[src/rtl/list_sum_pkg.sv]
// Shared types for the list-sum arbiter slice.
// States and default widths used by the arbiter, its picker and interface.
package list_sum_pkg;

  localparam int ADDR_W_DEF = 8;
  localparam int DATA_W_DEF = 16;

  typedef enum logic [2:0] {
    IDLE,
    ARB,
    LAUNCH,
    WAIT,
    RELEASE
  } state_t;

endpackage

[src/rtl/list_sum_arbiter_if.sv]
// Client and datapath signals of the list-sum arbiter.
// master: the arbiter; slave: clients plus datapath/controller.
interface list_sum_arbiter_if
  import list_sum_pkg::*;
#(
  parameter int NREQ   = 4,
  parameter int ADDR_W = ADDR_W_DEF,
  parameter int DATA_W = DATA_W_DEF
);

  localparam int IDX_W = $clog2(NREQ);

  logic [NREQ-1:0]        req;
  logic [NREQ*ADDR_W-1:0] head_ptr;
  logic [NREQ-1:0]        ack;
  logic [NREQ-1:0]        err;
  logic [DATA_W-1:0]      result;
  logic                   busy;
  logic [IDX_W-1:0]       grant_id;
  logic                   dp_start;
  logic [ADDR_W-1:0]      dp_head;
  logic                   dp_done;
  logic [DATA_W-1:0]      dp_sum;
  logic                   dp_step;
  logic                   dp_abort;

  modport master (
    input  req, head_ptr, dp_done, dp_sum, dp_step,
    output ack, err, result, busy, grant_id,
    output dp_start, dp_head, dp_abort
  );

  modport slave (
    output req, head_ptr, dp_done, dp_sum, dp_step,
    input  ack, err, result, busy, grant_id,
    input  dp_start, dp_head, dp_abort
  );

endinterface

[src/rtl/list_sum_arbiter_rr_picker.sv]
// Round-robin priority encoder: first set req bit at or after rr_ptr,
// wrapping modulo NREQ.
module rr_picker #(
  parameter int NREQ  = 4,
  parameter int IDX_W = $clog2(NREQ)
) (
  input  logic [NREQ-1:0]  req,
  input  logic [IDX_W-1:0] rr_ptr,
  output logic             valid,
  output logic [IDX_W-1:0] index
);

  function automatic logic [IDX_W-1:0] wrap(input int v);
    return IDX_W'(v % NREQ);
  endfunction

  // Scan from the far end so the nearest offset overwrites last.
  always_comb begin
    valid = 1'b0;
    index = '0;
    for (int k = NREQ - 1; k >= 0; k--) begin
      if (req[wrap(int'(rr_ptr) + k)]) begin
        valid = 1'b1;
        index = wrap(int'(rr_ptr) + k);
      end
    end
  end

endmodule

[src/rtl/list_sum_arbiter.sv]
// Round-robin sharing of the list-sum datapath among NREQ requesters.
// Optional walk watchdog enabled by defining LIST_SUM_TIMEOUT_EN.
module list_sum_arbiter
  import list_sum_pkg::*;
#(
  parameter int NREQ      = 4,
  parameter int ADDR_W    = ADDR_W_DEF,
  parameter int DATA_W    = DATA_W_DEF,
  parameter int MAX_NODES = 255
) (
  input logic clk,
  input logic rst,
  list_sum_arbiter_if.master bus
);

  localparam int IDX_W = $clog2(NREQ);

  state_t state, state_n;

  logic [IDX_W-1:0]  rr_ptr;
  logic [IDX_W-1:0]  rr_n;
  logic [IDX_W-1:0]  pick_idx;
  logic              pick_vld;
  logic [IDX_W-1:0]  gid_q;
  logic [ADDR_W-1:0] head_q;
  logic [DATA_W-1:0] result_q;
  logic [NREQ-1:0]   ack_q;
  logic [NREQ-1:0]   grant_oh;
  logic              fin_ok;
  logic              fin_abort;
  logic              hit;

  rr_picker #(
    .NREQ (NREQ),
    .IDX_W(IDX_W)
  ) u_pick (
    .req   (bus.req),
    .rr_ptr(rr_ptr),
    .valid (pick_vld),
    .index (pick_idx)
  );

  assign grant_oh = NREQ'(1) << gid_q;
  assign rr_n     = (gid_q == IDX_W'(NREQ - 1)) ? '0 : gid_q + 1'b1;

  always_comb begin
    state_n   = state;
    fin_ok    = 1'b0;
    fin_abort = 1'b0;
    unique case (state)
      IDLE:    if (|bus.req) state_n = ARB;
      ARB:     state_n = pick_vld ? LAUNCH : IDLE;
      LAUNCH:  state_n = WAIT;
      WAIT: begin
        if (bus.dp_done) begin
          fin_ok  = 1'b1;
          state_n = RELEASE;
        end else if (hit) begin
          fin_abort = 1'b1;
          state_n   = RELEASE;
        end
      end
      // Let the controller drop done before re-arbitrating.
      RELEASE: if (!bus.dp_done) state_n = IDLE;
      default: state_n = IDLE;
    endcase
  end

  always_ff @(posedge clk or posedge rst) begin
    if (rst) begin
      state    <= IDLE;
      rr_ptr   <= '0;
      gid_q    <= '0;
      head_q   <= '0;
      result_q <= '0;
      ack_q    <= '0;
    end else begin
      state <= state_n;
      ack_q <= '0;
      if (state == ARB && pick_vld) begin
        gid_q  <= pick_idx;
        head_q <= bus.head_ptr[int'(pick_idx)*ADDR_W +: ADDR_W];
      end
      if (fin_ok || fin_abort) begin
        ack_q    <= grant_oh;
        rr_ptr   <= rr_n;
        result_q <= fin_ok ? bus.dp_sum : '0;
      end
    end
  end

`ifdef LIST_SUM_TIMEOUT_EN
  localparam int CNT_W = $clog2(MAX_NODES + 1);

  logic [CNT_W-1:0] cnt;
  logic [NREQ-1:0]  err_q;
  logic             abort_q;

  // Fires on the step that brings the count to MAX_NODES.
  assign hit = bus.dp_step && (cnt == CNT_W'(MAX_NODES - 1));

  always_ff @(posedge clk or posedge rst) begin
    if (rst) begin
      cnt     <= '0;
      err_q   <= '0;
      abort_q <= 1'b0;
    end else begin
      err_q   <= fin_abort ? grant_oh : '0;
      abort_q <= fin_abort;
      if (state == LAUNCH) cnt <= '0;
      else if (state == WAIT && bus.dp_step) cnt <= cnt + 1'b1;
    end
  end

  assign bus.err      = err_q;
  assign bus.dp_abort = abort_q;
`else
  logic unused_step;

  assign hit          = 1'b0;
  assign unused_step  = bus.dp_step ^ (MAX_NODES == 0);
  assign bus.err      = '0;
  assign bus.dp_abort = 1'b0;
`endif

  assign bus.ack      = ack_q;
  assign bus.result   = result_q;
  assign bus.grant_id = gid_q;
  assign bus.dp_head  = head_q;
  assign bus.busy     = (state != IDLE);
  assign bus.dp_start = (state == LAUNCH) || (state == WAIT);

endmodule

[src/flat_wrapper.sv]
// flat-port wrapper written by rule: the top's interface ports become plain ports
module list_sum_arbiter_flat import list_sum_pkg::*;
#(
  parameter int NREQ      = 4,
  parameter int ADDR_W    = ADDR_W_DEF,
  parameter int DATA_W    = DATA_W_DEF,
  parameter int MAX_NODES = 255
)
  (clk, rst, bus_req, bus_head_ptr, bus_dp_done, bus_dp_sum, bus_dp_step, bus_ack, bus_err, bus_result, bus_busy, bus_grant_id, bus_dp_start, bus_dp_head, bus_dp_abort);
  list_sum_arbiter_if #(.NREQ(NREQ), .ADDR_W(ADDR_W), .DATA_W(DATA_W)) bus_i ();
  input logic clk;
  input logic rst;
  input wire logic [$bits(bus_i.req)-1:0] bus_req;
  input wire logic [$bits(bus_i.head_ptr)-1:0] bus_head_ptr;
  input wire logic [$bits(bus_i.dp_done)-1:0] bus_dp_done;
  input wire logic [$bits(bus_i.dp_sum)-1:0] bus_dp_sum;
  input wire logic [$bits(bus_i.dp_step)-1:0] bus_dp_step;
  output wire logic [$bits(bus_i.ack)-1:0] bus_ack;
  output wire logic [$bits(bus_i.err)-1:0] bus_err;
  output wire logic [$bits(bus_i.result)-1:0] bus_result;
  output wire logic [$bits(bus_i.busy)-1:0] bus_busy;
  output wire logic [$bits(bus_i.grant_id)-1:0] bus_grant_id;
  output wire logic [$bits(bus_i.dp_start)-1:0] bus_dp_start;
  output wire logic [$bits(bus_i.dp_head)-1:0] bus_dp_head;
  output wire logic [$bits(bus_i.dp_abort)-1:0] bus_dp_abort;
  assign bus_i.req = bus_req;
  assign bus_i.head_ptr = bus_head_ptr;
  assign bus_i.dp_done = bus_dp_done;
  assign bus_i.dp_sum = bus_dp_sum;
  assign bus_i.dp_step = bus_dp_step;
  assign bus_ack = bus_i.ack;
  assign bus_err = bus_i.err;
  assign bus_result = bus_i.result;
  assign bus_busy = bus_i.busy;
  assign bus_grant_id = bus_i.grant_id;
  assign bus_dp_start = bus_i.dp_start;
  assign bus_dp_head = bus_i.dp_head;
  assign bus_dp_abort = bus_i.dp_abort;
  list_sum_arbiter #(.NREQ(NREQ), .ADDR_W(ADDR_W), .DATA_W(DATA_W), .MAX_NODES(MAX_NODES)) u_core (.clk(clk), .rst(rst), .bus(bus_i));
endmodule
[config.mk]
export PLATFORM = sky130hd
export DESIGN_NAME = list_sum_arbiter_flat
export DESIGN_NICKNAME = d
export VERILOG_FILES = /design/src/rtl/list_sum_pkg.sv /design/src/rtl/list_sum_arbiter_if.sv /design/src/rtl/list_sum_arbiter_rr_picker.sv /design/src/rtl/list_sum_arbiter.sv /design/src/flat_wrapper.sv
export SDC_FILE = /design/constraint.sdc
export NUM_CORES = 1
export LEC_CHECK = 0
export BUFFER_PORTS_ARGS = -buffer_cell sky130_fd_sc_hd__buf_4
export CORE_MARGIN = 2
export CORE_UTILIZATION = 48
export DETAILED_ROUTE_END_ITERATION = 10
export PLACE_DENSITY = 0.85
export SLEW_MARGIN = 20
export SYNTH_ARGS = -nofsm -noshare
export SYNTH_HDL_FRONTEND = slang
export SYNTH_SLANG_ARGS = --single-unit
[constraint.sdc]
create_clock -name clk -period 2.41 [get_ports clk]
set_input_delay 0.482 -clock clk [delete_from_list [all_inputs] [get_ports clk]]
set_output_delay 0.482 -clock clk [all_outputs]
set_load 0.05 [all_outputs]
# [After elaboration in Yosys (flattened, before gate mapping)]
# Index checks and enable logic that the tools add are counted.
[word_totals] latch_bits=0 elab_cells=55 inputBits=56 reg_bits=35 mem_bits_rw=0 mem_bits_ro=0 n_memories=0
[classes] magnitude_cmp=4 n_div=0 n_bitwise=0 shift=2 n_reduce_logical=6 n_addsub=4 n_mul=0 n_mux=25 n_eq_ne=8
[ops] op="$shiftx A32 B6 Y8" count=1
[ops] op="$pmux W3 S5" count=1
[ops] op="$lt A2 B3 Y1 const B" count=4
[ops] op="$mux W2" count=6
[ops] op="$mux W1" count=10
[ops] op="$mux W3" count=3
[ops] op="$bmux W1 S2" count=4
[ops] op="$eq A3 B2 Y1 const B" count=2
[ops] op="$add A2 B1 Y2 const B" count=2
[ops] op="$add A2 B2 Y2 const B" count=2
[ops] op="$mux W4" count=1
[ops] op="$ne A2 B2 Y1 const B" count=2
[ops] op="$reduce_or A4 Y1" count=1
[ops] op="$shl A1 B2 Y4 const A" count=1
[ops] op="$eq A3 B1 Y1 const B" count=1
[ops] op="$eq A3 B3 Y1 const B" count=1
[ops] op="$logic_not A3 Y1" count=1
[ops] op="$reduce_and A3 Y1" count=1
[ops] op="$reduce_bool A3 Y1" count=1
[ops] op="$eq A2 B2 Y1 const B" count=1
[ops] op="$ne A2 B1 Y1 const B" count=1
[ops] op="$logic_and A1 B1 Y1" count=1
[ops] op="$logic_or A1 B1 Y1" count=1

# [Depth between registers and ports, before layout]
[depth] depth_word=9 depth_mapped=7 depth_no_buf=5

# [Modules after synthesis]
# Synthesis repeated with hierarchy kept, for this count alone.
[hier_totals] hier_cells=125 hier_area_um2=1780.5
[modules_own_cells] mod="list_sum_arbiter" cells_per_inst=112 area_per_inst_um2=1702.9 seq_area_each_um2=875.8 n_inst=1
[modules_own_cells] mod="rr_picker" cells_per_inst=13 area_per_inst_um2=77.6 seq_area_each_um2=0.0 n_inst=1

# [Worst setup path after synthesis]
# OpenSTA, ideal clock, no wires.
[synth_timing] path_kind="register -> register" start="register u_core.state[2]" end="register u_core.result_q[0] (netlist: u_core.bus.result[0])" setup_time_ps=125 required_time_ps=2285 path_stages_with_launch=5 arrival_ps=2050 n_path_buf=1 setup_slack_ps=235 path_cell_list="dfrtp_1 nor2b_1 nand3_1 clkbuf_1 mux2_2"
[synth_via] elab_chain_cells=2
[synth_lines] item="start, declared" line_no="list_sum_arbiter.sv:18" source="state_t state, state_n;"
[synth_lines] item="start signal, assigned" line_no="list_sum_arbiter.sv:78" source="state <= state_n;"
[synth_lines] item="$eq A3 B2 Y1" line_no="list_sum_arbiter.sv:50" source="unique case (state)"
[synth_lines] item="$mux W1" line_no="list_sum_arbiter.sv:50"
[synth_lines] item="end signal, assigned" line_no="list_sum_arbiter.sv:87" source="result_q <= fin_ok ? bus.dp_sum : '0;"
[synth_lines] item="end, declared" line_no="list_sum_arbiter.sv:26" source="logic [DATA_W-1:0] result_q;"
# No other way between the ends.
# A chain may end at the register's enable or synchronous reset.

# [Worst setup path after layout]
[layout_timing] start="register u_core.state[2]" end="output port bus_busy"
[layout_via] elab_chain_cells=1
[layout_lines] item="$reduce_bool A3 Y1" line_no="list_sum_arbiter.sv:130" source="assign bus.busy = (state != IDLE);"
[layout_lines] item="end, declared" line_no="flat_wrapper.sv:21" source="output wire logic [$bits(bus_i.busy)-1:0] bus_busy;"
# No other way between the ends.

==> results.txt <==
Status - complete, no violations
Drt wl/cell - 13.73 um
Minimum clock period - 1.846 ns
Antenna-violating nets left - 0
Worst-Margin Slew - 0.6789 ns
Final Slew Violations - 0
Critical Path Sink Type - output pin
Final Cycle Share - 0.7661
Initial Utilization - 0.5103
Layout cells sized above 1 - 0.5294
Hold Violations, Final - 0
Pwr Density - 1441 mW/mm^2
CTS buffer count - 5
Yosys synthesis warning count - 0
Register area - 875.8 sq um
CP Launch Type - flip-flop
Max H-tree Level - 2
CTS resizes - 0
Fin area - 0.002499 sq mm
VDD IR max - 0.9491 mV
Worst Setup SP - u_core.state[2]$_DFFE_PP0P_
Netlist cell types - 29
CP required - 1.93 ns
WL met3 - 319 um
Mapped Cells - 146
Via count - 1,403
Commonest non-fill, non-tap cell in the layout - buf_4
Vias per Instance - 4.940
Total wire length - 3898 um
Highest Signal Layer - met4
Final TNS setup - 0 ns
Drt pass-1 iters - 4
Sequential area share after synthesis - 0.5025
Initial DRC Count - 27
Worst R2R Start - u_core.state[2]$_DFFE_PP0P_
I/O Pins - 93
Initial antenna violation count - 0
Postcts setup bufs - 0
Buf/Inv on CP - 1
Clock Latency Late Sink - 0.35 ns
Cell Rows - 21
Worst slew margin - 0.5469
Synth Register Bits - 35
Clock sink count - 35
Hold buffers post-CTS - 0
Mapped cell area - 0.001743 sq mm
Largest net degree at the start of global routing - 20
Worst hold path class - in2async
Fin Clk Skew - 0.006496 ns
Area Overhead vs Synth - 43.36%
Fmax achieved - 541.6 MHz
Die Y - 64.26 um
CTS tree - done
CP cell instances - or3_1 > buf_4
WP data arrival - 1.36 ns
Area of placed instances - 0.002430 sq mm
Clk buf depth - 2
Highest-delay cell along the critical path - dfrtp_1
R2r endpoint - u_core.bus.dp_head[3]$_DFFE_PP0P_
RSZ-0062 raised after global routing - false
N_diodes - 0
R2R depth - 4
Filler cell count - 262
CP max stage delay - 0.44 ns
Wl on met1 - 1439 um
Final Wtd Congestion - 0.6974
Reg2Reg Setup Slack - 0.64 ns
Crit. path cell count - 2
# nets final - 297
Delay-heaviest family, CP - flip-flops
Die area - 0.004129 sq mm
GRT overflow - 0
Core area - 0.003416 sq mm
Die W - 64.26 um
Syn Area/Cell - 11.94 sq um
IO buf count - 86
Crit path max fanout - 5
Setup violators final - 0
Commonest cells after routing, fill and taps aside - buf_4 (92), dfrtp_1 (35), mux2_2 (17)
Leakage - 1.310 nW
Vias in the first global route - 1,500
Post-DP HPWL - 2985 um
DRC viols - 0
Area of the multi-input gates - 768.2 sq um
Met2 wire len - 2066 um
First-pass GRT wire length - 6630 um
# Max-Cap Violations - 0
CP Class - reg2out
CTS clk-pin slew, worst paths - 0.10 ns
Tot GR Track Use - 0.2115
Root buffer cell - clkbuf_4
[per-layer routing]
layer  track usage  vias up
li1              -      677
met1        0.2394      667
met2        0.3581       51
met3       0.07923        8
met4       0.08777        0
met5             0        -
[worst reg2reg max path: stages (launching register included)]
cell and delay (ns):
dfrtp_1 0.44, or4b_4 0.65, or2_1 0.27, buf_4 0.19, o221ai_2 0.15
[logic make-up (layout without fill, tap and decap cells)]
group           after synthesis  count (layout)  synth area share
buf+inv                      22             110           0.06892
compound gates               17              17            0.1034
fa+ha+maj                     4               4           0.02872
mux                          33              33            0.2017
other cells                   1               5          0.002152
flops                        35              35            0.5025
simple gates                 34              34           0.09261
[synthesized netlist by cell type, drive strengths merged]
cell type | n | area, sq um
inv | 10 | 37.54
mux2 | 17 | 191.4
mux2i | 16 | 160.2
a221oi | 1 | 8.760
nor3 | 1 | 5.000
o31ai | 1 | 7.510
or2 | 1 | 6.260
a21oi | 2 | 10.01
o21ai | 2 | 10.01
a2bb2o | 1 | 10.01
clkbuf | 2 | 7.510
or4b | 1 | 13.76
nand2b | 1 | 6.260
a22oi | 1 | 7.510
nor2 | 8 | 30.03
and2b | 1 | 7.510
nor4 | 1 | 6.260
dfrtp | 35 | 875.8
nand2 | 15 | 56.30
nand3 | 1 | 5.000
o221ai | 8 | 120.1
buf | 10 | 75.07
o22ai | 1 | 6.260
or3 | 1 | 6.260
ha | 4 | 50.05
conb | 1 | 3.750
nor2b | 3 | 18.77
[how the worst max path moves through the flow]
stage	to	slack (ns)
final	bus_busy	0.56
after global routing	bus_busy	0.51
after CTS	bus_busy	0.56
after detailed placement	u_core.bus.dp_head[0]$_DFFE_PP0P_	0.43
after global placement	u_core.bus.dp_head[3]$_DFFE_PP0P_	0.49
after floorplan	u_core.bus.result[0]$_DFFE_PP0P_	0.24
[report_power, final]
group	switching [mW]	internal [mW]	leakage (nW)
Sequential	0.175	0.854	0.431
Clock	0.190	0.171	0.0386
Combinational	1.41	0.799	0.840
[through the flow]
stage	util	worst slack (ns)	hold slack, ns	power, mW	std cells
5_1_grt	0.7315	0.5143	0.2876	3.828	284
4_1_cts	0.7315	0.5563	0.2486	3.638	284
6_report	0.7315	0.5637	0.2271	3.601	284
3_5_place_dp	0.7114	0.4257	0.4802	3.267	276
2_1_floorplan	-	0.2353	0.4605	2.638	150
3_3_place_gp	0.7114	0.4907	0.4744	3.216	276
[cell type report]
class	instances	share of cell area
Sequential cell	35	0.3505
Clock buffer	8	0.02754
Tap cell	46	0.02303
Timing Repair Buffer	92	0.2764
Multi-Input combinational cell	93	0.3075
Inverter	10	0.01502
[state kept, by name, summed over array words and instances (netlist names)]
name	count
u_core.bus.grant_id	2
u_core.bus.result	16
u_core.state	3
u_core.bus.dp_head	8
u_core.rr_ptr	2
u_core.bus.ack	4
(Power assumes the default switching activity.)
